===== src/rtl/display_sequencer.sv =====
// display_sequencer: maps game state and bulls/cows onto registered digit codes with result hold and scan mux.
// Define DISP_BLINK_EN to blink the WIN screen every BLINK_CYCLES clocks.
module display_sequencer #(
    parameter int NUM_DIGITS   = 8,
    parameter int COUNT_W      = 4,
    parameter int HOLD_CYCLES  = 100,
    parameter int SCAN_DIV     = 1000,
    parameter int BLINK_CYCLES = 50
) (
    input  logic                          clock,
    input  logic                          reset,
    input  logic [2:0]                    state_i,
    input  logic [COUNT_W-1:0]            bulls_i,
    input  logic [COUNT_W-1:0]            cows_i,
    output logic [6*NUM_DIGITS-1:0]       digits_o,
    output logic [$clog2(NUM_DIGITS)-1:0] scan_sel_o,
    output logic [5:0]                    scan_code_o,
    output logic                          result_done_o
);
    localparam int SEL_W  = $clog2(NUM_DIGITS);
    localparam int HOLD_W = $clog2(HOLD_CYCLES + 1);
    localparam int DIV_W  = $clog2(SCAN_DIV + 1);
    localparam logic [5:0]        BLANK     = 6'h20;
    localparam logic [HOLD_W-1:0] HOLD_LAST = HOLD_W'(HOLD_CYCLES - 1);
    localparam logic [DIV_W-1:0]  DIV_LAST  = DIV_W'(SCAN_DIV - 1);
    localparam logic [SEL_W-1:0]  SEL_LAST  = SEL_W'(NUM_DIGITS - 1);

    if (NUM_DIGITS < 8 || HOLD_CYCLES < 1 || SCAN_DIV < 1 || BLINK_CYCLES < 1) begin : g_bad_params
        $error("display_sequencer: illegal parameter value");
    end

    typedef enum logic [1:0] {SHOW, HOLD, HELD} fsm_t;

    fsm_t                    fsm;
    logic [2:0]              prev_state;
    logic [HOLD_W-1:0]       hold_cnt;
    logic [DIV_W-1:0]        div_q;
    logic [3:0]              bulls_q, cows_q, bulls_n, cows_n;
    logic                    change, is_res, blank_text;
    logic [SEL_W-1:0]        sel_n;
    logic [6*NUM_DIGITS-1:0] digits_n;
`ifdef DISP_BLINK_EN
    localparam int BLINK_W = $clog2(BLINK_CYCLES + 1);
    localparam logic [BLINK_W-1:0] BLINK_LAST = BLINK_W'(BLINK_CYCLES - 1);
    logic [BLINK_W-1:0] blink_cnt;
    logic               blink_phase, blink_phase_n, blink_wrap;
`endif

    function automatic logic [3:0] sat(input logic [COUNT_W-1:0] v);
        return (32'(v) > 32'd15) ? 4'hF : 4'(v);
    endfunction

    // d1 sits in the low six bits, so each text reads right-to-left here
    function automatic logic [47:0] text_of(input logic [2:0] s, input logic [3:0] b, input logic [3:0] c);
        logic [5:0] n;
        n = {4'd0, s[0], ~s[0]};
        case (s)
            3'd0, 3'd1: text_of = {6'h0D, 6'h0C, 6'h07, 6'h0E, 6'h05, BLANK, n, 6'h0B};
            3'd2, 3'd3: text_of = {6'h05, 6'h05, 6'h0E, 6'h0C, 6'h06, BLANK, n, 6'h0B};
            3'd4, 3'd5: text_of = {6'h0A, 6'h0C, BLANK, 1'b0, c, 1'b0, 6'h00, 6'h07, BLANK, 1'b0, b, 1'b0};
            3'd6:       text_of = {6'h0E, 6'h04, 6'h0E, 6'h05, 6'h09, 6'h09, 6'h0C, 6'h08};
            default:    text_of = {8{BLANK}};
        endcase
    endfunction

    always_comb begin
        change  = state_i != prev_state;
        is_res  = state_i[2:1] == 2'b10;
        bulls_n = (change && is_res) ? sat(bulls_i) : bulls_q;
        cows_n  = (change && is_res) ? sat(cows_i) : cows_q;
        sel_n   = (div_q != DIV_LAST) ? scan_sel_o : (scan_sel_o == SEL_LAST) ? '0 : scan_sel_o + 1'b1;
`ifdef DISP_BLINK_EN
        blink_wrap    = blink_cnt == BLINK_LAST;
        blink_phase_n = !change && (blink_phase ^ blink_wrap);
        blank_text    = state_i == 3'd6 && blink_phase_n;
`else
        blank_text = 1'b0;
`endif
        digits_n        = {NUM_DIGITS{BLANK}};
        digits_n[47:0]  = blank_text ? {8{BLANK}} : text_of(state_i, bulls_n, cows_n);
    end

    always_ff @(posedge clock or posedge reset) begin
        if (reset) begin
            fsm           <= SHOW;
            prev_state    <= 3'd7;
            hold_cnt      <= '0;
            div_q         <= '0;
            bulls_q       <= '0;
            cows_q        <= '0;
            digits_o      <= {NUM_DIGITS{BLANK}};
            scan_sel_o    <= '0;
            scan_code_o   <= BLANK;
            result_done_o <= 1'b0;
`ifdef DISP_BLINK_EN
            blink_cnt     <= '0;
            blink_phase   <= 1'b0;
`endif
        end else begin
            prev_state    <= state_i;
            bulls_q       <= bulls_n;
            cows_q        <= cows_n;
            digits_o      <= digits_n;
            div_q         <= (div_q == DIV_LAST) ? '0 : div_q + 1'b1;
            scan_sel_o    <= sel_n;
            scan_code_o   <= digits_o[6*sel_n +: 6];
            result_done_o <= 1'b0;
`ifdef DISP_BLINK_EN
            blink_cnt     <= (change || blink_wrap) ? '0 : blink_cnt + 1'b1;
            blink_phase   <= blink_phase_n;
`endif
            // any state change aborts a running hold without a done pulse
            if (change) begin
                fsm      <= is_res ? HOLD : SHOW;
                hold_cnt <= '0;
            end else if (fsm == HOLD) begin
                if (hold_cnt == HOLD_LAST) begin
                    fsm           <= HELD;
                    result_done_o <= 1'b1;
                end else begin
                    hold_cnt <= hold_cnt + 1'b1;
                end
            end
        end
    end
endmodule


===== config.mk =====
export PLATFORM = sky130hd
export DESIGN_NAME = display_sequencer
export DESIGN_NICKNAME = d
export VERILOG_FILES = /design/src/rtl/display_sequencer.sv
export SDC_FILE = /design/constraint.sdc
export NUM_CORES = 1
export LEC_CHECK = 0
export BUFFER_PORTS_ARGS = -buffer_cell sky130_fd_sc_hd__buf_2
export CORE_AREA = 3 3 94 69
export CTS_CLUSTER_SIZE = 10
export DETAILED_ROUTE_END_ITERATION = 10
export DIE_AREA = 0 0 97 72
export PLACE_DENSITY = 0.83
export SETUP_SLACK_MARGIN = 0.5
export SYNTH_ARGS = -nofsm -noshare
export SYNTH_HDL_FRONTEND = slang
export SYNTH_SLANG_ARGS = --single-unit

===== constraint.sdc =====
create_clock -name clock -period 6.7 [get_ports clock]
set_input_delay 0.67 -clock clock [delete_from_list [all_inputs] [get_ports clock]]
set_output_delay 0.67 -clock clock [all_outputs]
set_load 0.02 [all_outputs]

; Word level (Yosys, flattened, before mapping)
; Cells that the tools add are included.
[word_totals]
output_inout_bits = 58
register_bits = 88
input_bits = 13
[op_classes]
n_shift = 1
n_mux = 16
n_reduce_logical = 9
add_sub_neg = 3
n_eq_ne = 14
bitwise_logic = 1
n_mul = 1
[op_table]
columns = op, count
row1 = 48-bit one-hot mux with 4 select lines, 1
row2 = 48-bit by 7-bit variable part select with 6-bit output, 1
row3 = 7-bit 2-to-1 mux, 3
row4 = "3-bit == test, second input constant", 4
row5 = "10-bit by 1-bit adder with 10-bit output, second input constant", 1
row6 = "10-bit == test, second input constant", 1
row7 = 10-bit 2-to-1 mux, 1
row8 = "10-bit != test, second input constant", 1
row9 = 4-bit 2-to-1 mux, 2
row10 = "7-bit by 1-bit adder with 7-bit output, second input constant", 1
row11 = "7-bit == test, second input constant", 1
row12 = "3-bit by 2-bit == test with 1-bit output, second input constant", 2
row13 = 2-bit 2-to-1 mux, 3
row14 = 3-bit 2-to-1 mux, 2
row15 = 2-bit OR reduction, 3
row16 = "2-bit by 3-bit multiplier with 5-bit output, first input constant", 1
row17 = 1-bit 2-to-1 mux, 4
row18 = 2-bit AND reduction, 2
row19 = 2-bit nonzero test, 2
row20 = "3-bit by 1-bit adder with 3-bit output, second input constant", 1
row21 = "3-bit by 1-bit == test with 1-bit output, second input constant", 1
row22 = 3-bit zero test, 1
row23 = 3-bit != test, 1
row24 = "2-bit by 1-bit == test with 1-bit output, second input constant", 1
row25 = 4 further kinds, 4

; Logic depth before layout (Yosys ltp)
; Gate-level depths: netlist (run 1).
[depth]
depth_word = 5
mapped_depth = 8
mapped_depth_nobuf = 7

; Least setup slack after synthesis (run 1)
; Ideal clock, no wire load.
[synth_timing]
path_kind = register to register
startpoint = register scan_sel_o[0]
endpoint = register scan_code_o[1]
path_buffers = 0
setup_time_ns = 0.135
t_arrival_ns = 2.140
slack_ns = 4.425
path_stages_with_launch = 8
path_cell_list = dfrtp_1 -> ha_1 -> ha_1 -> nand4b_1 -> nor3_2 -> mux2_2 -> a22oi_1 -> nor4_2
[synth_via]
elab_chain_cells = 5
[synth_lines]
columns = item, line_no
row1 = from (decl), 16  ; output logic [$clog2(NUM_DIGITS)-1:0] scan_sel_o,
row2 = from (signal assigned), 105  ; scan_sel_o <= sel_n;
row3 = 3-bit by 1-bit adder with 3-bit output / 3-bit == test (equally long branches), 71  ; sel_n = (div_q != DIV_LAST) ? scan_sel_o : (scan_sel_o == SEL_LAST) ? '0 : scan_sel_o + 1'b1;
row4 = 3-bit 2-to-1 mux, 71
row5 = 3-bit 2-to-1 mux (*), 71
row6 = 2-bit by 3-bit multiplier with 5-bit output (*), 106  ; scan_code_o <= digits_o[6*sel_n +: 6];
row7 = 48-bit by 7-bit variable part select with 6-bit output (*), 106
row8 = to (signal assigned), 106
row9 = to (decl), 17  ; output logic [5:0] scan_code_o,
; Every way passes the cells marked *; elsewhere a longest branch is shown, timed or not.
; A chain may end at the register's enable or synchronous reset.

; Final worst setup path (run 1)
[layout_timing]
startpoint = register div_q[3]
endpoint = register scan_code_o[1]
[layout_via]
elab_chain_cells = 4
[layout_lines]
columns = item, line_no
row1 = from (decl), 37  ; logic [DIV_W-1:0] div_q;
row2 = from (signal assigned), 104  ; div_q <= (div_q == DIV_LAST) ? '0 : div_q + 1'b1;
row3 = 10-bit != test, 71
row4 = 3-bit 2-to-1 mux, 71
row5 = net sel_n[2], 40  ; logic [SEL_W-1:0] sel_n;
row6 = 2-bit by 3-bit multiplier with 5-bit output, 106
row7 = 48-bit by 7-bit variable part select with 6-bit output, 106
; The timed path passes the listed nets, and every way through them passes these cells.

==> summary.txt, run 1 <==
Pwr
  • Part of the power in the clock network: between 30% and 40%
  • Lkg Pwr: 0.00169 uW
  • Reg power frac: 51.3%
  • Int Pwr: between 500 and 600 uW
  • Pwr Density: ~230 mW/mm2
  • Sw Share: between 20% and 30%
  • Psw: 242 uW
  • Comb power frac: a little under an eighth
  • Peak VDD IR: ~0.17 mV

Route
  • Initial DRC count: 163
  • Avg WL per Cell: 16.9 um
  • Remaining DRCs: 0
  • WL final: between 7 and 8 mm
  • Routed Antenna Nets: 0
  • Via count: between 2k and 2.5k
  • Pre-Repair DR Iteration Count: 4
  • Vias per cell: roughly 5.6

Die
  • Die H: 72 um
  • Core area: around 0.0057 mm2
  • Die X-Extent: 97 um
  • I/O pin cnt: a little over 70
  • Row cnt: 23
  • Initial Utilization: 58.0%
  • DIE AREA: between 0.006 and 0.007 mm2

Setup path
  • Worst Setup EP: scan_code_o[1]$_DFF_PP0_
  • Critical Path Source Type: flip-flop
  • Worst Reg2Reg Path Length in Cells: 6
  • Crit Path Max Fanout: 20
  • Crit path required time: 6920 ps
  • CP arrival: roughly 3200 ps
  • Critical path endpoint category: flip-flop
  • R2r endpoint: scan_code_o[1]$_DFF_PP0_
  • Critical Path Start: div_q[3]$_DFF_PP0_
  • Reg-to-reg critical path startpoint: div_q[3]$_DFF_PP0_
  • Worst R2R Setup Slack: around 3800 ps
  • WS Path Type: reg -> reg

Global routing
  • Pin count of the biggest net entering global routing: 66
  • Gr ovfl total: 0
  • Initial antenna violation count: 0
  • Vias in the first global route: 2289
  • First-pass GRT wire length: approximately 12 mm
  • GRT Util Overall: between 20% and 30%

Layout
  • Final instance area: roughly 0.0037 mm2
  • Nets: 364
  • Share of cells above drive strength 1: roughly 33%
  • ANT cells: 0
  • Most frequent cells in the layout: buf_2, dfrtp_1, nor2_1
  • Post-Layout Cell Count: between 400 and 500
  • Number of fillers in the final layout: around 440
  • Synth-to-Final Area Change: 11.4%
  • Most common cell after layout, fill and taps aside: buf_2

Clocking
  • H-tree Lvls: 3
  • Inserted Clock Buffers: 9
  • CTS Hold Bufs: 0
  • Post_cts resized: 0
  • CTS tree: done
  • Sink Count: 65
  • Skew-Pair Late Insertion Delay: about 350 ps
  • CTS root buffer: clkbuf_8
  • Clock transition at path regs: approximately 80 ps
  • Worst-case clock buffer depth: 2
  • Post-CTS setup buffer count: 0

Worst hold path
  • Worst hold path class: in -> reg

Synthesis
  • Ys flop type: dfrtp_1
  • Mapped Area: about 0.0033 mm2
  • Post-synth EDFFs: 0
  • Async SR Flop Fraction: 100%
  • Register bit count reported by yosys: 65
  • Sequential-to-total area share from yosys stat: approximately half
  • Synth Warn #: 0
  • Post-Syn Instances: 300
  • Mean Syn Cell Area: around 11 um2
  • Number of unique standard cell types used by synthesis: 67

STA
  • Final period util: between 40% and 50%
  • Slew margin rel.: roughly two fifths
  • Hold Violations, Final: 0
  • Measured slew at the worst slew-check pin: between 900 and 1000 ps
  • Clk_skew: 9.00 ps
  • Endpoints failing setup: 0
  • Final min period: between 2000 and 3000 ps
  • Final setup TNS: 0 ps
  • Final Max Tran Viols: 0
  • RSZ-0062 raised after global routing: false
  • Maximum clock rate: approximately 0.34 GHz

Placement
  • Post-DP Area: roughly 0.0035 mm2
  • Final HPWL DP: 5.16 mm
  • Number of I/O port buffers: 63
  • Gpl congestion: a little under 1
  • Placed Cells: 411

Flow run
  • Max-cap violation count: 0

Run status
  • Status: finished, final reports clean
==> flip-flops by register name, indices dropped and copies added, names as in the netlist <==
register	flops
scan_sel_o	3
scan_code_o	6
cows_q	4
hold_cnt	7
result_done_o	1
div_q	10
bulls_q	4
fsm	2
prev_state	3
digits_o	25
==> power by group through the flow <==
stage,clock (uW),combinational [uW],sequential [uW]
after global routing,334,106,434
final,312,97.9,431
after floorplan,0,60.3,451
after global placement,0,96.3,438
after CTS,318,99.1,432
after detailed placement,0,98.5,439
==> critical path, cell delays in order (launching register included) <==
cell	delay, ps
dfrtp_1	420
nand4bb_1	520
nor3_4	860
mux2i_2	430
inv_2	120
a2111oi_2	370
nor4_2	90
==> cells in the mapped netlist, types with 4 or more instances <==
library cell  count  area share, %
a21o_1            4           0.91
a21oi_1          18            2.7
and2_1            4           0.76
buf_4            24            5.5
clkbuf_1          5           0.57
dfrtp_1          58             44
dfstp_2           7            5.6
ha_1              4            1.5
inv_1            10            1.1
mux2_2           10            3.4
mux2i_1           8            2.4
nand2_1          17            1.9
nand3_1           8            1.2
nor2_1           21            2.4
nor3_1            9            1.4
o21ai_0           8            1.2
xnor2_1           7            1.9
xor2_1            6            1.6
==> logic make-up after synthesis <==
| logic type | share of synthesized area (%) |
|---|---|
| AND/OR/NAND/NOR | 16.6 |
| flip-flops | 49.7 |
| multiplexers | 6.70 |
| other | 0.114 |
| adder cells (fa/ha/maj) | 1.52 |
| buffers and inverters | 9.25 |
| XOR/XNOR | 3.46 |
| AO/OA/AOI/OAI | 12.7 |
==> per-stage QoR <==
step / hold slack (ps) / power, uW / setup slack, ps / util, %
floorplan: 453 / 511 / 4420 / -
global placement: 473 / 534 / 3890 / 61.3
detailed placement: 490 / 538 / 3790 / 61.3
CTS: 467 / 849 / 3770 / 64.6
global route: 470 / 874 / 3550 / 64.6
finish: 482 / 841 / 3760 / 64.6
==> cell type report <==
class	count	area [um2]	share of cell area (%)
flip-flops and latches	65	1640	44.7
inverters	14	52.6	1.43
clock inverters	6	48.8	1.33
multi-input cells	193	1370	37.4
repair buffers	64	323	8.81
clock buffers	10	138	3.76
well taps	75	93.8	2.56
==> worst min-delay path by stage <==
stage / start / to / slack (ps) / cells after the start
after CTS: state_i[0] / prev_state[0]$_DFF_PP1_ / 470 / 1
after global placement: div_q[0]$_DFF_PP0_ / div_q[0]$_DFF_PP0_ / 470 / 1
final: state_i[0] / prev_state[0]$_DFF_PP1_ / 480 / 1
after floorplan: div_q[0]$_DFF_PP0_ / div_q[0]$_DFF_PP0_ / 450 / 1
after global routing: state_i[0] / prev_state[0]$_DFF_PP1_ / 470 / 1
after detailed placement: bulls_q[1]$_DFF_PP0_ / bulls_q[1]$_DFF_PP0_ / 490 / 1
==> layer usage <==
layer | share of wire, % | vias up | track usage, %
met5 | 0 | - | 0
met4 | 1.6 | 0 | 8.26
met3 | 8.3 | 11 | 6.82
met2 | 44 | 101 | 31.0
met1 | 46 | 1148 | 31.8
li1 | - | 1124 | -
Power figures use the tool's default switching activity.
==> run 2: changes to the inputs <==
- ABC_AREA: default -> 1
- CORE_AREA: 3 3 94 69 -> 3 3 102 74
- DIE_AREA: 0 0 97 72 -> 0 0 105 77
- PLACE_DENSITY: 0.83 -> 0.75
- clock period: 6.7 -> 2.65 ns (I/O delays scaled with it)
==> run 2 against run 1 <==
  * Combinational power rose to 2.8 times the previous value
  * Power rose to 2.6 times the previous value
  * Critical path depth rose by 4
  * Clock-buffer cell count unchanged
  * Sequential power grew to 2.5 times the previous value
  * Largest power group unchanged
==> summary.txt, run 2 <==
Layout
  • Share of cells above drive strength 1: 28.6% (-4.7 points)
  • Most frequent cells in the layout: nand2_1, buf_2, dfrtp_1
  • ANT cells: 0 (unchanged)
  • Max FFs per register: 25 (unchanged)
  • Biggest regs: digits_o x25, div_q x10, hold_cnt x7
  • Synth-to-Final Area Change: 14.3%
  • Nets: 432 (+19%)
  • Post-layout util: 55.1% (-9.5 points)
  • Most common cell after layout, fill and taps aside: nand2_1
  • Top reg by flops: digits_o

Die
  • Core area: 0.00669 mm2 (+18%)
  • Initial Utilization: 48.2% (-9.8 points)
  • DIE AREA: 0.00809 mm2 (+16%)
  • Die H: 77 um (+6.9%)
  • Die X-Extent: 105 um (+8.2%)
  • Row cnt: 25 (+8.7%)
  • I/O pin cnt: 71 (unchanged)

Synthesis
  • Area contributors post-synth: dfrtp_1, nand2_1, inv_1
  • Largest area contributor in the netlist: dfrtp_1
  • Ys flop type: dfrtp_1
  • Mapped Area: 0.00323 mm2 (-1.8%)
  • Async SR Flop Fraction: 100% (unchanged)
  • Post-Syn Instances: 361 (+20%)
  • Sequential-to-total area share from yosys stat: 50.7% (+0.93 points)
  • Most frequent cells after synthesis: nand2_1, dfrtp_1, inv_1, nand3_1, nor2_1
  • Register bit count reported by yosys: 65 (unchanged)
  • Yosys top cell area share: 45.0% (+0.82 points)
  • Synth Warn #: 0 (unchanged)
  • Most common cell in the netlist: nand2_1
  • Mean Syn Cell Area: 8.94 um2 (-18%)
  • Post-synth EDFFs: 0 (unchanged)
  • Number of unique standard cell types used by synthesis: 34 (-49%)

Global routing
  • First-pass GRT wire length: 11.1 mm (-6.7%)
  • Pin count of the biggest net entering global routing: 46 (-30%)
  • Gr ovfl total: 0 (unchanged)
  • Initial antenna violation count: 0 (unchanged)
  • Vias in the first global route: 2274 (-0.66%)
  • GRT Util Overall: 17.2% (-4.7 points)

STA
  • Final Max Tran Viols: 0 (unchanged)
  • Final setup TNS: 0 ps (unchanged)
  • Clk_skew: 6.43 ps (-2.57 ps)
  • Worst hold slack: 79.6 ps (-402 ps)
  • Final min period: 1930 ps (-1010 ps)
  • Hold Violations, Final: 0 (unchanged)
  • Final period util: 72.9% (+29 points)
  • Endpoints failing setup: 0 (unchanged)
  • RSZ-0062 raised after global routing: false
  • Maximum clock rate: 0.518 GHz (+52%)

Clocking
  • CTS root buffer: clkbuf_8
  • Worst-case clock buffer depth: 2 (unchanged)
  • Clock transition at path regs: 70 ps (about the same)
  • Post-CTS setup buffer count: 0 (unchanged)
  • H-tree Lvls: 3 (unchanged)
  • Post_cts resized: 0 (unchanged)
  • Skew-Pair Late Insertion Delay: 340 ps (about the same)
  • Sink Count: 65 (unchanged)
  • CTS tree: done
  • Inserted Clock Buffers: 9 (unchanged)

Route
  • Vias per cell: 4.71 (-16%)
  • Remaining DRCs: 0 (unchanged)
  • Routed Antenna Nets: 0 (unchanged)
  • Via count: 2422 (+1.6%)
  • Pre-Repair DR Iteration Count: 5 (+1)
  • Initial DRC count: 97 (-40%)
  • Avg WL per Cell: 12.6 um (-26%)
  • WL final: 6.46 mm (-10%)

Setup path
  • CP arrival: 2160 ps (-1000 ps)
  • Crit-path max cell delay: 450 ps (-410 ps)
  • Crit-path slowest cell: dfrtp_1
  • WS Path Type: reg -> reg
  • Crit-path cells: ha_1, ha_1, nor2_1, nand3_4, nand2_4, nand2_1, nand3_1, nand2_1, nand2_1, nand2_1
  • Crit Path Max Fanout: 12 (-40%)
  • Cell mode on critical path: nand2_1
  • Crit path required time: 2870 ps (-4050 ps)
  • Critical Path Source Type: flip-flop
  • Critical path endpoint category: flip-flop

Placement
  • Number of I/O port buffers: 63 (unchanged)
  • Final HPWL DP: 4.92 mm (-4.6%)
  • Gpl congestion: 0.923 (-4.0%)

Worst hold path
  • Worst hold path class: in -> reg

Flow run
  • Max-cap violation count: 0 (unchanged)

Pwr
  • Lkg Pwr: 0.00198 uW (+18%)
  • Peak VDD IR: 0.404 mV (+130%)
  • Pwr Density: 590 mW/mm2 (+160%)

Run status
  • Status: finished, final reports clean
## run 2: changes by cell type in the layout (fill, tap and decap cells not counted), sizes merged, moves of 9 or more
cell   delta
o21ai     +9
inv      +40
a21oi    -10
mux2i    -10
mux2     -10
nor2     +11
nand2    +61
nand3    +30
## run 2: area by class of cell
cell class              instances  area (um2)
flip-flops and latches         65        1640
multi-input cells             217        1180
clock buffers                  10         128
clock inverters                 6        68.8
inverters                      57         216
repair buffers                 65         345
fillers                       624        3010
well taps                      94         118
## run 2: critical path, delay by kind of cell, from the launching register on
family	cells	cell delay, ps
fa+ha+maj	2	420
flops	1	450
simple gates	8	940
## run 2: timing repair
action / CTS / global route
setup endpoints to repair: 0 / 0
hold buffers: 1 / 0
endpoints found under the hold margin: 18 / 0
## run 2: cells by family after synthesis
| family | synth area share [%] |
|---|---|
| buffers and inverters | 13.6 |
| other | 0.116 |
| adders and majority gates | 1.55 |
| AOI/OAI and AO/OA | 5.50 |
| DFF | 50.7 |
| xor gates and xnor gates | 1.90 |
| and+or+nand+nor | 26.7 |
## run 2: final timing paths
| kind | startpoint | end | slack (ps) | cells after the start |
|---|---|---|---|---|
| min | state_i[0] | prev_state[0]$_DFF_PP1_ | 80 | 1 |
| max | scan_sel_o[0]$_DFF_PP0_ | scan_code_o[3]$_DFF_PP0_ | 720 | 10 |
| min in group asynchronous | reset | div_q[6]$_DFF_PP0_ | 480 | 3 |
| min reg2reg | div_q[0]$_DFF_PP0_ | div_q[0]$_DFF_PP0_ | 460 | 1 |
| max in group asynchronous | reset | prev_state[2]$_DFF_PP1_ | 1530 | 4 |
| max reg2reg | scan_sel_o[0]$_DFF_PP0_ | scan_code_o[3]$_DFF_PP0_ | 720 | 10 |
## run 2: report_power, final
group | internal, uW | switching, uW | leakage (uW)
combinational | 84.8 | 188 | 0.00109
sequential | 1050 | 32.8 | 0.000796
clock | 437 | 382 | 0.0000964
## run 2: stage by stage
step / cell area, um2 / instances / setup WS (ps) / power, uW
final: 3690 / 514 / 719 / 2180
after global routing: 3690 / 514 / 537 / 2290
after CTS: 3690 / 514 / 711 / 2210
after detailed placement: 3480 / 497 / 781 / 1380
after global placement: 3480 / 497 / 847 / 1370
after floorplan: 3250 / 367 / 770 / 1310
## run 2: routing by layer
layer | vias to the layer above | part of all wire [%] | global-route usage, %
met2 | 85 | 44 | 25.7
met4 | 0 | 0.077 | 2.75
met3 | 2 | 8.0 | 5.80
li1 | 1209 | - | -
met5 | - | 0 | 0
met1 | 1126 | 48 | 24.9
